--- src/rtl/ad5662_rx.sv ---
// AD5662-style 24-bit serial receiver: synchronizes sclk/sync_/sdi into clk, shifts
// frames MSB first and publishes the DAC word, power-down bits and status strobes.
module ad5662_rx #(
  parameter int SYNC_STAGES = 2
) (
  input  logic        clk,
  input  logic        rst_n,
  input  logic        sclk,
  input  logic        sync_,
  input  logic        sdi,
  output logic [15:0] dac,
  output logic [1:0]  pd,
  output logic        valid,
  output logic        err,
  output logic        resv_nz,
  output logic        busy
);

  typedef enum logic [1:0] {
    IDLE  = 2'd0,
    SHIFT = 2'd1,
    DONE  = 2'd2
  } state_t;

  // Edge detection is held off until the chains hold real pin samples, so a
  // sync_ already low at reset release cannot look like a fresh falling edge.
  localparam logic [2:0] SETTLE = 3'(SYNC_STAGES + 1);

  logic [SYNC_STAGES-1:0] sclk_sync_q, sclk_sync_d;
  logic [SYNC_STAGES-1:0] sync_sync_q, sync_sync_d;
  logic [SYNC_STAGES-1:0] sdi_sync_q, sdi_sync_d;
  logic                   sclk_hist_q, sclk_hist_d;
  logic                   sync_hist_q, sync_hist_d;
  logic [2:0]             settle_q, settle_d;

  state_t                 state_q, state_d;
  logic [23:0]            sr_q, sr_d;
  logic [4:0]             bit_cnt_q, bit_cnt_d;
  logic                   overrun_q, overrun_d;
  logic                   load_q, load_d;
  logic                   abort_q, abort_d;

  logic [15:0]            dac_q, dac_d;
  logic [1:0]             pd_q, pd_d;
  logic                   valid_q, valid_d;
  logic                   err_q, err_d;
  logic                   resv_nz_q, resv_nz_d;
  logic                   busy_q, busy_d;

  logic                   sclk_s, sync_s, sdi_s;
  logic                   sclk_fall, sync_fall, sync_rise;
  logic                   overrun_hit;

  assign sclk_s    = sclk_sync_q[SYNC_STAGES-1];
  assign sync_s    = sync_sync_q[SYNC_STAGES-1];
  assign sdi_s     = sdi_sync_q[SYNC_STAGES-1];
  assign sclk_fall = sclk_hist_q & ~sclk_s;
  assign sync_fall = sync_hist_q & ~sync_s & (settle_q == SETTLE);
  assign sync_rise = ~sync_hist_q & sync_s;

  // Synchronizer chains, edge history and post-reset settle counter
  always_comb begin
    sclk_sync_d = {sclk_sync_q[SYNC_STAGES-2:0], sclk};
    sync_sync_d = {sync_sync_q[SYNC_STAGES-2:0], sync_};
    sdi_sync_d  = {sdi_sync_q[SYNC_STAGES-2:0], sdi};
    sclk_hist_d = sclk_s;
    sync_hist_d = sync_s;
    settle_d    = settle_q;
    if (settle_q != SETTLE) begin
      settle_d = settle_q + 3'd1;
    end else begin
      settle_d = settle_q;
    end
  end

  // Next-state logic; a 24th edge coinciding with the sync_ rise still completes the frame
  always_comb begin
    state_d = state_q;
    case (state_q)
      IDLE: begin
        if (sync_fall) begin
          state_d = SHIFT;
        end else begin
          state_d = IDLE;
        end
      end
      SHIFT: begin
        if (sclk_fall && (bit_cnt_q == 5'd23)) begin
          state_d = sync_rise ? IDLE : DONE;
        end else if (sync_rise) begin
          state_d = IDLE;
        end else begin
          state_d = SHIFT;
        end
      end
      DONE: begin
        if (sync_rise) begin
          state_d = IDLE;
        end else begin
          state_d = DONE;
        end
      end
      default: state_d = IDLE;
    endcase
  end

  // Shift datapath plus load/abort requests for the output stage
  always_comb begin
    sr_d        = sr_q;
    bit_cnt_d   = bit_cnt_q;
    overrun_d   = overrun_q;
    load_d      = 1'b0;
    abort_d     = 1'b0;
    overrun_hit = overrun_q | sclk_fall;
    case (state_q)
      IDLE: begin
        if (sync_fall) begin
          sr_d      = 24'h00_0000;
          bit_cnt_d = 5'd0;
          overrun_d = 1'b0;
        end else begin
          sr_d      = sr_q;
        end
      end
      SHIFT: begin
        if (sclk_fall) begin
          sr_d      = {sr_q[22:0], sdi_s};
          bit_cnt_d = bit_cnt_q + 5'd1;
        end else begin
          sr_d      = sr_q;
        end
        if (sclk_fall && (bit_cnt_q == 5'd23)) begin
          load_d  = 1'b1;
        end else if (sync_rise) begin
          abort_d = 1'b1;
        end else begin
          load_d  = 1'b0;
        end
      end
      DONE: begin
        overrun_d = overrun_hit;
        if (sync_rise) begin
          abort_d = overrun_hit;
        end else begin
          abort_d = 1'b0;
        end
      end
      default: begin
        sr_d      = sr_q;
      end
    endcase
  end

  // Output stage: one clk after the frame completes, publish word and strobes
  always_comb begin
    dac_d     = dac_q;
    pd_d      = pd_q;
    resv_nz_d = resv_nz_q;
    valid_d   = load_q;
    err_d     = abort_q & ~load_q;
    busy_d    = (state_d != IDLE);
    if (load_q) begin
      dac_d     = sr_q[15:0];
      pd_d      = sr_q[17:16];
      resv_nz_d = |sr_q[23:18];
    end else begin
      dac_d     = dac_q;
    end
  end

  // Synchronizer and edge-history registers; idle-high pins reset to 1
  always_ff @(posedge clk or negedge rst_n) begin
    if (!rst_n) begin
      sclk_sync_q <= '1;
      sync_sync_q <= '1;
      sdi_sync_q  <= '0;
      sclk_hist_q <= 1'b1;
      sync_hist_q <= 1'b1;
      settle_q    <= 3'd0;
    end else begin
      sclk_sync_q <= sclk_sync_d;
      sync_sync_q <= sync_sync_d;
      sdi_sync_q  <= sdi_sync_d;
      sclk_hist_q <= sclk_hist_d;
      sync_hist_q <= sync_hist_d;
      settle_q    <= settle_d;
    end
  end

  // FSM state and frame datapath registers
  always_ff @(posedge clk or negedge rst_n) begin
    if (!rst_n) begin
      state_q   <= IDLE;
      sr_q      <= 24'h00_0000;
      bit_cnt_q <= 5'd0;
      overrun_q <= 1'b0;
      load_q    <= 1'b0;
      abort_q   <= 1'b0;
    end else begin
      state_q   <= state_d;
      sr_q      <= sr_d;
      bit_cnt_q <= bit_cnt_d;
      overrun_q <= overrun_d;
      load_q    <= load_d;
      abort_q   <= abort_d;
    end
  end

  // Registered outputs
  always_ff @(posedge clk or negedge rst_n) begin
    if (!rst_n) begin
      dac_q     <= 16'h0000;
      pd_q      <= 2'b00;
      resv_nz_q <= 1'b0;
      valid_q   <= 1'b0;
      err_q     <= 1'b0;
      busy_q    <= 1'b0;
    end else begin
      dac_q     <= dac_d;
      pd_q      <= pd_d;
      resv_nz_q <= resv_nz_d;
      valid_q   <= valid_d;
      err_q     <= err_d;
      busy_q    <= busy_d;
    end
  end

  assign dac     = dac_q;
  assign pd      = pd_q;
  assign resv_nz = resv_nz_q;
  assign valid   = valid_q;
  assign err     = err_q;
  assign busy    = busy_q;

endmodule

--- config.mk ---
export PLATFORM = sky130hd
export DESIGN_NAME = ad5662_rx
export DESIGN_NICKNAME = d
export VERILOG_FILES = /design/src/rtl/ad5662_rx.sv
export SDC_FILE = /design/constraint.sdc
export NUM_CORES = 1
export LEC_CHECK = 0
export ABC_CLOCK_PERIOD_IN_PS = 3300
export BUFFER_PORTS_ARGS = -buffer_cell sky130_fd_sc_hd__clkbuf_2
export CORE_MARGIN = 3
export CORE_UTILIZATION = 50
export CTS_CLUSTER_DIAMETER = 100
export DETAILED_ROUTE_END_ITERATION = 10
export PLACE_DENSITY = 0.69
export SKIP_CTS_REPAIR_TIMING = 1
export SLEW_MARGIN = 0
export SYNTH_ARGS = -nofsm -noshare
export SYNTH_HDL_FRONTEND = slang
export SYNTH_SLANG_ARGS = --single-unit
export TNS_END_PERCENT = 10
--- constraint.sdc ---
create_clock -name clk -period 3.3 [get_ports clk]
set_clock_uncertainty 0.2 [all_clocks]
set_input_delay 0.33 -clock clk [delete_from_list [all_inputs] [get_ports clk]]
set_output_delay 0.33 -clock clk [all_outputs]
set_load 0.02 [all_outputs]
Yosys cells after proc, flatten, opt, wreduce, memory -nomap -nowiden:

Index checks and enable logic that the tools add are counted.

* flip-flop bits (word level): 67
* input bits: 5
* output and inout bits: 22
* word-level logic and storage cells: 64

* add/sub/neg operators: 2
* eq/ne operators: 7
* multiplexer cells: 19
* bitwise logic cells: 10
* reduce and logical (&&, ||, !) cells: 8

Operators with widths (count)
* 24-bit two-way mux: 2
* 24-bit case mux with 2 select lines: 1
* 5-bit two-way mux: 2
* 5-bit case mux with 2 select lines: 1
* 1-bit two-way mux: 8
* 2-bit case mux with 3 select lines: 1
* 2-bit nonzero test: 3
* 6-bit OR reduction: 1
* 5-bit by 1-bit adder with 5-bit output (second input constant): 1
* 1-bit bitwise AND: 5
* 5-bit equality test (second input constant): 1
* 2-bit two-way mux: 2
* 2-bit inequality test (second input constant): 2
* 1-bit NOT: 4
* 1-bit case mux with 2 select lines: 2
* 3-bit by 1-bit adder with 3-bit output (second input constant): 1
* 3-bit by 2-bit equality test with 1-bit output (second input constant): 1
* 3-bit by 2-bit inequality test with 1-bit output (second input constant): 1
* 3-bit AND reduction: 1
* 2-bit by 1-bit equality test with 1-bit output (second input constant): 1
* 2-bit equality test (second input constant): 1
* 2-bit logical NOT: 1
* 2-bit AND reduction: 1
* 1-bit logical AND: 1
* 1-bit OR: 1

Depth between registers and ports, before layout:

Gate-level depths: netlist of run 1.

* depth in word-level cells: 6
* depth in mapped cells: 8
* depth with buffers taken out: 6

Worst setup path after synthesis of run 1:

Ideal clock, no wire load.

* path kind: register to register
* start: register settle_q[0]
* end: register bit_cnt_q[0]
* library setup time: 125 ps
* arrival: 1609 ps
* required time: 2975 ps
* path slack: 1366 ps
* stages on the path, launching flop included: 8
* buffers on the path: 1
* clock period less this slack: 1934 ps
* cell sequence: dfrtp_1 ha_1 ha_1 and4b_1 buf_2 o22ai_4 nor2_1 mux2_2

* word-level cells in the longest chain between the ends: 4

RTL lines
* start, declared: RTL line 34 `logic [2:0] settle_q, settle_d;`
* start signal, assigned: RTL line 186 `settle_q <= settle_d;`
* 3-bit by 2-bit equality test with 1-bit output: RTL line 58 `assign sync_fall = sync_hist_q & ~sync_s & (settle_q == SETTLE);`
* 1-bit bitwise AND: RTL line 58
* 2-bit inequality test (no source line)
* 3-bit AND reduction (no source line)
* end signal, assigned: RTL line 202 `bit_cnt_q <= bit_cnt_d;`
* end, declared: RTL line 38 `logic [4:0] bit_cnt_q, bit_cnt_d;`

No other way between the ends.
A chain may end at the register's enable or synchronous reset.

Worst setup path after layout of run 1:

* start: register state_q[1]
* end: register sr_q[14]

* word-level cells in the longest chain between the ends: 3
* elaborated cells on any way between the ends: 7
* those cells by class: 3 x eq/ne; 1 x mux; 3 x reduce/logical

RTL lines
* start, declared: RTL line 36 `state_t state_q, state_d;`
* start signal, assigned: RTL line 200 `state_q <= state_d;`
* 2-bit by 1-bit equality test with 1-bit output or 2-bit logical NOT (tied branches): RTL line 115 `case (state_q)`
* 2-bit inequality test (no source line) or 2-bit nonzero test (tied branches)
* 3-bit AND reduction (no source line)
* end signal, assigned: RTL line 201 `sr_q <= sr_d;`
* end, declared: RTL line 37 `logic [23:0] sr_q, sr_d;`

Several ways; a longest one is shown, not always the timed one.

==> results by group, run 1 <==
Run status
  • Outcome: complete, no violations

Placed design
  • Gpl congestion: around 0.73
  • I/O Buffers: 26
  • Worst slack at placement: approximately 0.70 ns
  • HPWL Detailed: ~2.7 mm

Synthesis
  • Async set or reset register ratio after synthesis: 1.00
  • Top-count cell post-synth: dfrtp_1
  • Synth top area cells: dfrtp_1 (57%), mux2_2 (8.5%), nand2_1 (7.6%), dfstp_2 (5.9%), o21ai_0 (4.3%)
  • Synth area leader: dfrtp_1
  • Syn Nets: roughly 240
  • Synth top area share: 0.574
  • Avg Cell Area, Syn: between 10 and 15 um^2
  • YS warnings: 0
  • Ys flop type: dfrtp_1
  • #FFs+latches synth: 67
  • Number of synthesized flops with an enable pin: 0
  • Cell Area, Synth: 2660 um^2
  • Post-synthesis cell count: between 200 and 250
  • Sequential-to-total area share from yosys stat: 0.633
  • Unique masters post-synth: 31
  • Post-synth top cells: dfrtp_1 (61), nand2_1 (54), o21ai_0 (23), mux2_2 (20), inv_1 (9)

Critical path
  • CP Max Fanout: 30
  • Worst Setup Start Kind: register
  • Reg-to-reg slack, setup: a little over 0.7 ns
  • Reg2reg start: state_q[1]$_DFF_PN0_
  • Setup CP Type: reg -> reg
  • Max incr delay on CP: roughly 0.53 ns
  • Worst Setup End Kind: register
  • R2R depth: 6
  • Slowest CP cell: ha_1
  • Required @ worst endpoint: 3.30 ns
  • CP arrival: about 2.6 ns
  • Reg-to-Reg End: sr_q[14]$_DFFE_PN0P_
  • CP Cell Sequence: inv_1, ha_1, inv_1, o22ai_4, buf_4, o21ai_0
  • Most frequent CP cell: inv_1

Floorplanning
  • Horiz. Die Dim: a little under 80 um
  • Die area: a little over 6000 um^2
  • CORE AREA: 4940 um^2
  • Chip height: 79.0 um
  • IO Pins: 27
  • Initial Utilization: 0.538
  • Num rows: 25

Min path
  • Hold path cells: 0
  • Hold path start: sdi_sync_q[0]$_DFF_PN0_
  • Hold EP: sdi_sync_q[1]$_DFF_PN0_
  • Hold Path Class: reg -> reg

Final layout
  • Area delta synth->final: 14.2%
  • Fin util: 0.615
  • Fill count: between 400 and 500
  • Share of cells above drive strength 1: 0.258
  • Ant diodes: 0
  • Final net count: around 280

STA
  • Setup violations, final: 0
  • Fmax: about 390 MHz
  • Final Slew Violations: 0
  • RSZ-0062 raised after global routing: false
  • Slew at the pin with the worst max-slew slack: 0.864 ns
  • Final WS setup: between 0.7 and 0.8 ns
  • Fin Hold WS: 0.151 ns
  • Final Hold Fails: 0
  • Relative slew slack: 0.424
  • TNS Setup: 0 ns
  • Final Cycle Share: 0.782
  • Tmin final: around 2.6 ns

Detailed routing
  • Detailed-route via count: between 1500 and 2000
  • DR pass1 iterations: 4
  • Average wire per standard cell: ~12 um
  • DR iter-0 viols: around 120
  • Overall routed net length: 4.12 mm
  • # DRC: 0
  • Post-route antenna net violation count: 0
  • Vias/cell: around 5.0

Global routing
  • Global route overflow: 0
  • Antenna violations before repair: 0
  • First-pass GRT wire length: roughly 7.3 mm
  • Vias in the first global route: 1546
  • All-Layer GR Usage: 0.155
  • Largest net degree at the start of global routing: 47

Clock network
  • Max Root-Sink Buffers: 2
  • Clk_lat worst skew: approximately 0.33 ns
  • CTS Sinks: 67
  • Clk root buf: clkbuf_8
  • Worst-path clk slew: approximately 0.060 ns
  • TritonCTS Buffers: 9
  • CTS tree: done
  • H-tree levels: 3

Flow run
  • Max-Cap Viols: 0

Power and ir drop
  • Worst VDD drop: roughly 0.30 mV
  • Leak: approximately 1.4 nW
  • Power Dens Cells: 525 nW/um^2
[power breakdown]
group	total, mW	internal, mW	switching [mW]
clock network	0.559	0.285	0.274
registers	0.879	0.856	0.0228
logic	0.156	0.0479	0.108
[sequential cells by signal, summed over array words and instances, names as in the netlist]
signal and flops:
sclk_sync_q 2, busy 1, bit_cnt_q 5, sync_hist_q 1, sync_sync_q 2, valid 1, overrun_q 1, settle_q 3
state_q 2, pd 2, dac 16, resv_nz 1, load_q 1, sclk_hist_q 1, sdi_sync_q 2, abort_q 1
sr_q 24, err 1
[layout by cell type (no fill, tap or decap), types with 4 or more instances in the layout]
cell type / netlist / routed
ha_1: 7 / 7
nor2_1: 6 / 6
dlygate4sd3_1: 0 / 4
nand2_1: 54 / 54
o21ai_0: 23 / 23
nor2b_1: 4 / 4
inv_1: 9 / 9
mux2_2: 20 / 20
a21oi_1: 4 / 4
clkbuf_2: 2 / 25
clkbuf_8: 0 / 10
dfstp_2: 6 / 6
dfrtp_1: 61 / 61
o21ai_1: 5 / 5
[worst max path at each step]
stage / startpoint / to / slack [ns]
2_1_floorplan: settle_q[0]$_DFFE_PN0N_ / bit_cnt_q[0]$_DFFE_PN0P_ / 1.37
3_3_place_gp: state_q[1]$_DFF_PN0_ / sr_q[11]$_DFFE_PN0P_ / 0.81
3_5_place_dp: state_q[1]$_DFF_PN0_ / sr_q[14]$_DFFE_PN0P_ / 0.70
4_1_cts: state_q[1]$_DFF_PN0_ / sr_q[14]$_DFFE_PN0P_ / 0.67
5_1_grt: state_q[1]$_DFF_PN0_ / sr_q[14]$_DFFE_PN0P_ / 0.43
6_report: state_q[1]$_DFF_PN0_ / sr_q[14]$_DFFE_PN0P_ / 0.72
[through the flow]
step                      power, mW  area (um^2)  std cells
after floorplan                1.01         2660        231
after global placement         1.05         2840        315
after detailed placement       1.05         2840        315
after CTS                      1.62         3000        330
after global routing           1.68         3040        334
final                          1.59         3040        334
[layer usage]
| layer | part of all wire | track usage |
|---|---|---|
| met5 | 0 | 0 |
| met4 | 0.019 | 0.0825 |
| met3 | 0.046 | 0.0522 |
| met2 | 0.44 | 0.213 |
| met1 | 0.49 | 0.217 |
[worst max-delay path, delay by kind of cell (launching register included)]
family,cells,cell delay [ns]
buf+inv,3,0.70
compound gates,2,0.62
fa+ha+maj,1,0.53
flops,1,0.40
[area by class of cell]
class | count | area [um^2] | share of cell area
sequential | 67 | 1680 | 0.554
multi-input combinational | 143 | 885 | 0.291
timing repair buffer | 33 | 193 | 0.0634
clock buffer | 12 | 145 | 0.0478
tap | 67 | 83.8 | 0.0276
inverter | 9 | 33.8 | 0.0111
clock inverter | 3 | 15.0 | 0.00494
[kinds of logic after synthesis]
logic type / Yosys count / share of synthesized area
fa+ha+maj: 7 / 0.0329
buf+inv: 21 / 0.0348
flops: 67 / 0.633
compound gates: 41 / 0.0903
simple gates: 72 / 0.114
xor+xnor: 1 / 0.00329
mux: 22 / 0.0922
Power figures use the tool's default switching activity.
==> run 2: changes to the inputs <==
--- a/config.mk
+++ b/config.mk
@@ -5,7 +5,7 @@
 export SDC_FILE = /design/constraint.sdc
 export NUM_CORES = 1
 export LEC_CHECK = 0
-export ABC_CLOCK_PERIOD_IN_PS = 3300
+export ABC_CLOCK_PERIOD_IN_PS = 2690
 export BUFFER_PORTS_ARGS = -buffer_cell sky130_fd_sc_hd__clkbuf_2
 export CORE_MARGIN = 3
 export CORE_UTILIZATION = 50
==> constraint.sdc (replaced) <==
create_clock -name clk -period 2.69 [get_ports clk]
set_clock_uncertainty 0.2 [all_clocks]
set_input_delay 0.269 -clock clk [delete_from_list [all_inputs] [get_ports clk]]
set_output_delay 0.269 -clock clk [all_outputs]
set_load 0.02 [all_outputs]
==> run 2 against run 1 <==
  * Non-clock buffer count grew 4
  * Flip-flop and latch count did not move
  * Register-to-register slack worse by 0.13 ns
  * Utilization rose by 0.99 points
  * First-iteration DRC count decreased by 31%
  * Setup slack worse by 0.13 ns
  * Maximum frequency is 23% higher
  * Sequential share of layout area shrank 0.88 points
  * Sequential power up 23%
  * Clock power grew 30%
  * Routed wire length decreased by 1.2%
  * Hold slack gained 0.0067 ns
  * Critical path type unchanged
==> results by group, run 2 (synthesis results as in run 1) <==
Run status
  • Outcome: complete, no violations

Power and ir drop
  • Pwr Total: 2.01 mW (+26%)
  • Leak: 1.46 nW (+1.2%)
  • Worst VDD drop: 0.455 mV (+51%)
  • Power Dens Cells: 650 nW/um^2 (+24%)

Floorplanning
  • Num rows: 25 (unchanged)
  • Horiz. Die Dim: 79.0 um (unchanged)
  • CORE AREA: 4940 um^2 (unchanged)
  • IO Pins: 27 (unchanged)
  • Initial Utilization: 0.538 (unchanged)
  • Chip height: 79.0 um (unchanged)
  • Die area: 6230 um^2 (unchanged)

Final layout
  • Area delta synth->final: 16.0%
  • Most common cell after layout, fill and taps aside: dfrtp_1
  • Biggest register: sr_q
  • Fill count: 419 (+1.2%)
  • Final net count: 279 (+1.5%)
  • Share of cells above drive strength 1: 0.279 (+0.0210)
  • Ant diodes: 0 (unchanged)
  • Most frequent cells in the layout: dfrtp_1 (61), nand2_1 (54), clkbuf_2 (25)
  • Max FFs per register: 24 (unchanged)

Critical path
  • Worst Setup Start Kind: register
  • CP arrival: 2.13 ns (-0.45 ns)
  • Required @ worst endpoint: 2.72 ns (-0.58 ns)
  • CP Max Fanout: 25 (-17%)
  • Setup CP Type: reg -> reg
  • Worst Setup End Kind: register

Detailed routing
  • DR pass1 iterations: 4 (unchanged)
  • Post-route antenna net violation count: 0 (unchanged)
  • DR iter-0 viols: 82 (-31%)
  • Overall routed net length: 4.07 mm (-1.2%)
  • Vias/cell: 5.01 (-0.42%)
  • Detailed-route via count: 1699 (+1.1%)
  • # DRC: 0 (unchanged)
  • Average wire per standard cell: 12.0 um (-2.6%)

STA
  • Final Slew Violations: 0 (unchanged)
  • Relative slew slack: 0.641 (+0.217)
  • Fmax: 476 MHz (+23%)
  • Final Cycle Share: 0.781 (about the same)
  • Setup violations, final: 0 (unchanged)
  • RSZ-0062 raised after global routing: false
  • Final Hold Fails: 0 (unchanged)
  • Slew at the pin with the worst max-slew slack: 0.538 ns (-0.327 ns)
  • TNS Setup: 0 ns (unchanged)
  • Tmin final: 2.10 ns (-0.478 ns)

Global routing
  • Global route overflow: 0 (unchanged)
  • Antenna violations before repair: 0 (unchanged)
  • All-Layer GR Usage: 0.155 (-0.000246)
  • Largest net degree at the start of global routing: 36 (-23%)
  • Vias in the first global route: 1663 (+7.6%)
  • First-pass GRT wire length: 7.32 mm (-0.29%)

Clock network
  • Max Root-Sink Buffers: 2 (unchanged)
  • CTS tree: done
  • Clk root buf: clkbuf_8
  • H-tree levels: 3 (unchanged)
  • TritonCTS Buffers: 9 (unchanged)
  • Clk_lat worst skew: 0.34 ns (about the same)
  • CTS Sinks: 67 (unchanged)
  • Worst-path clk slew: 0.07 ns (about the same)

Flow run
  • Max-Cap Viols: 0 (unchanged)

Min path
  • Hold Path Class: reg -> reg

Placed design
  • Gpl congestion: 0.837 (+15%)
  • HPWL Detailed: 2.77 mm (+1.0%)
  • I/O Buffers: 26 (unchanged)
run 2: changes by cell type in the layout (fill, tap and decap cells not counted):
cell	change
clkinv_2	-1
clkinv_4	+1
clkbuf_1	-2
clkinvlp_4	+3
buf_4	+4
run 2: final cells by class:
type	instances	area, um^2	area share
multi-input cells	143	885	0.286
clock inverters	6	41.3	0.0134
well taps	67	83.8	0.0271
flip-flops and latches	67	1680	0.545
clock buffers	10	138	0.0446
inverters	9	33.8	0.0109
repair buffers	37	223	0.0721
run 2: report_power, final:
group,leakage (nW),switching [mW],total [mW],internal [mW]
registers,0.894,0.0266,1.08,1.05
clock network,0.0843,0.372,0.729,0.357
logic,0.486,0.136,0.201,0.0654
total,1.46,0.535,2.01,1.47
run 2: per-layer routing:
| metal | global-route usage | up-vias | share of wire |
|---|---|---|---|
| met5 | 0 | - | 0 |
| met4 | 0.0687 | 0 | 0.017 |
| met3 | 0.0680 | 7 | 0.054 |
| met2 | 0.240 | 32 | 0.47 |
| met1 | 0.187 | 815 | 0.46 |
| li1 | - | 845 | - |
run 2: critical path, stage by stage (launching register included):
cell and delay [ns]:
dfrtp_1 0.38, ha_1 0.16, ha_1 0.24, and4b_1 0.39
o22ai_4 0.12, buf_4 0.22, mux2_2 0.27
run 2: path summary, 6_finish.rpt:
path,from,to,slack (ns),depth (start not counted)
min in group asynchronous,rst_n,err$_DFF_PN0_,0.29,3
max in group asynchronous,rst_n,sync_hist_q$_DFF_PN1_,1.67,3
worst min register to register,sclk_sync_q[0]$_DFF_PN1_,sclk_sync_q[1]$_DFF_PN1_,0.16,0
worst min-delay path,sclk_sync_q[0]$_DFF_PN1_,sclk_sync_q[1]$_DFF_PN1_,0.16,0
worst max register to register,settle_q[0]$_DFFE_PN0N_,bit_cnt_q[0]$_DFFE_PN0P_,0.59,6
worst max-delay path,settle_q[0]$_DFFE_PN0N_,bit_cnt_q[0]$_DFFE_PN0P_,0.59,6
run 2: through the flow:
stage          area, um^2  cells  hold WS (ns)   util  setup WS [ns]
6_report             3090    339         0.158  0.625          0.588
5_1_grt              3090    339         0.162  0.625          0.443
4_1_cts              3050    335        -0.236  0.617          0.565
3_5_place_dp         2870    319         0.134  0.581          0.577
3_3_place_gp         2870    319         0.137  0.581          0.656
2_1_floorplan        2660    231        -0.227      -          0.756
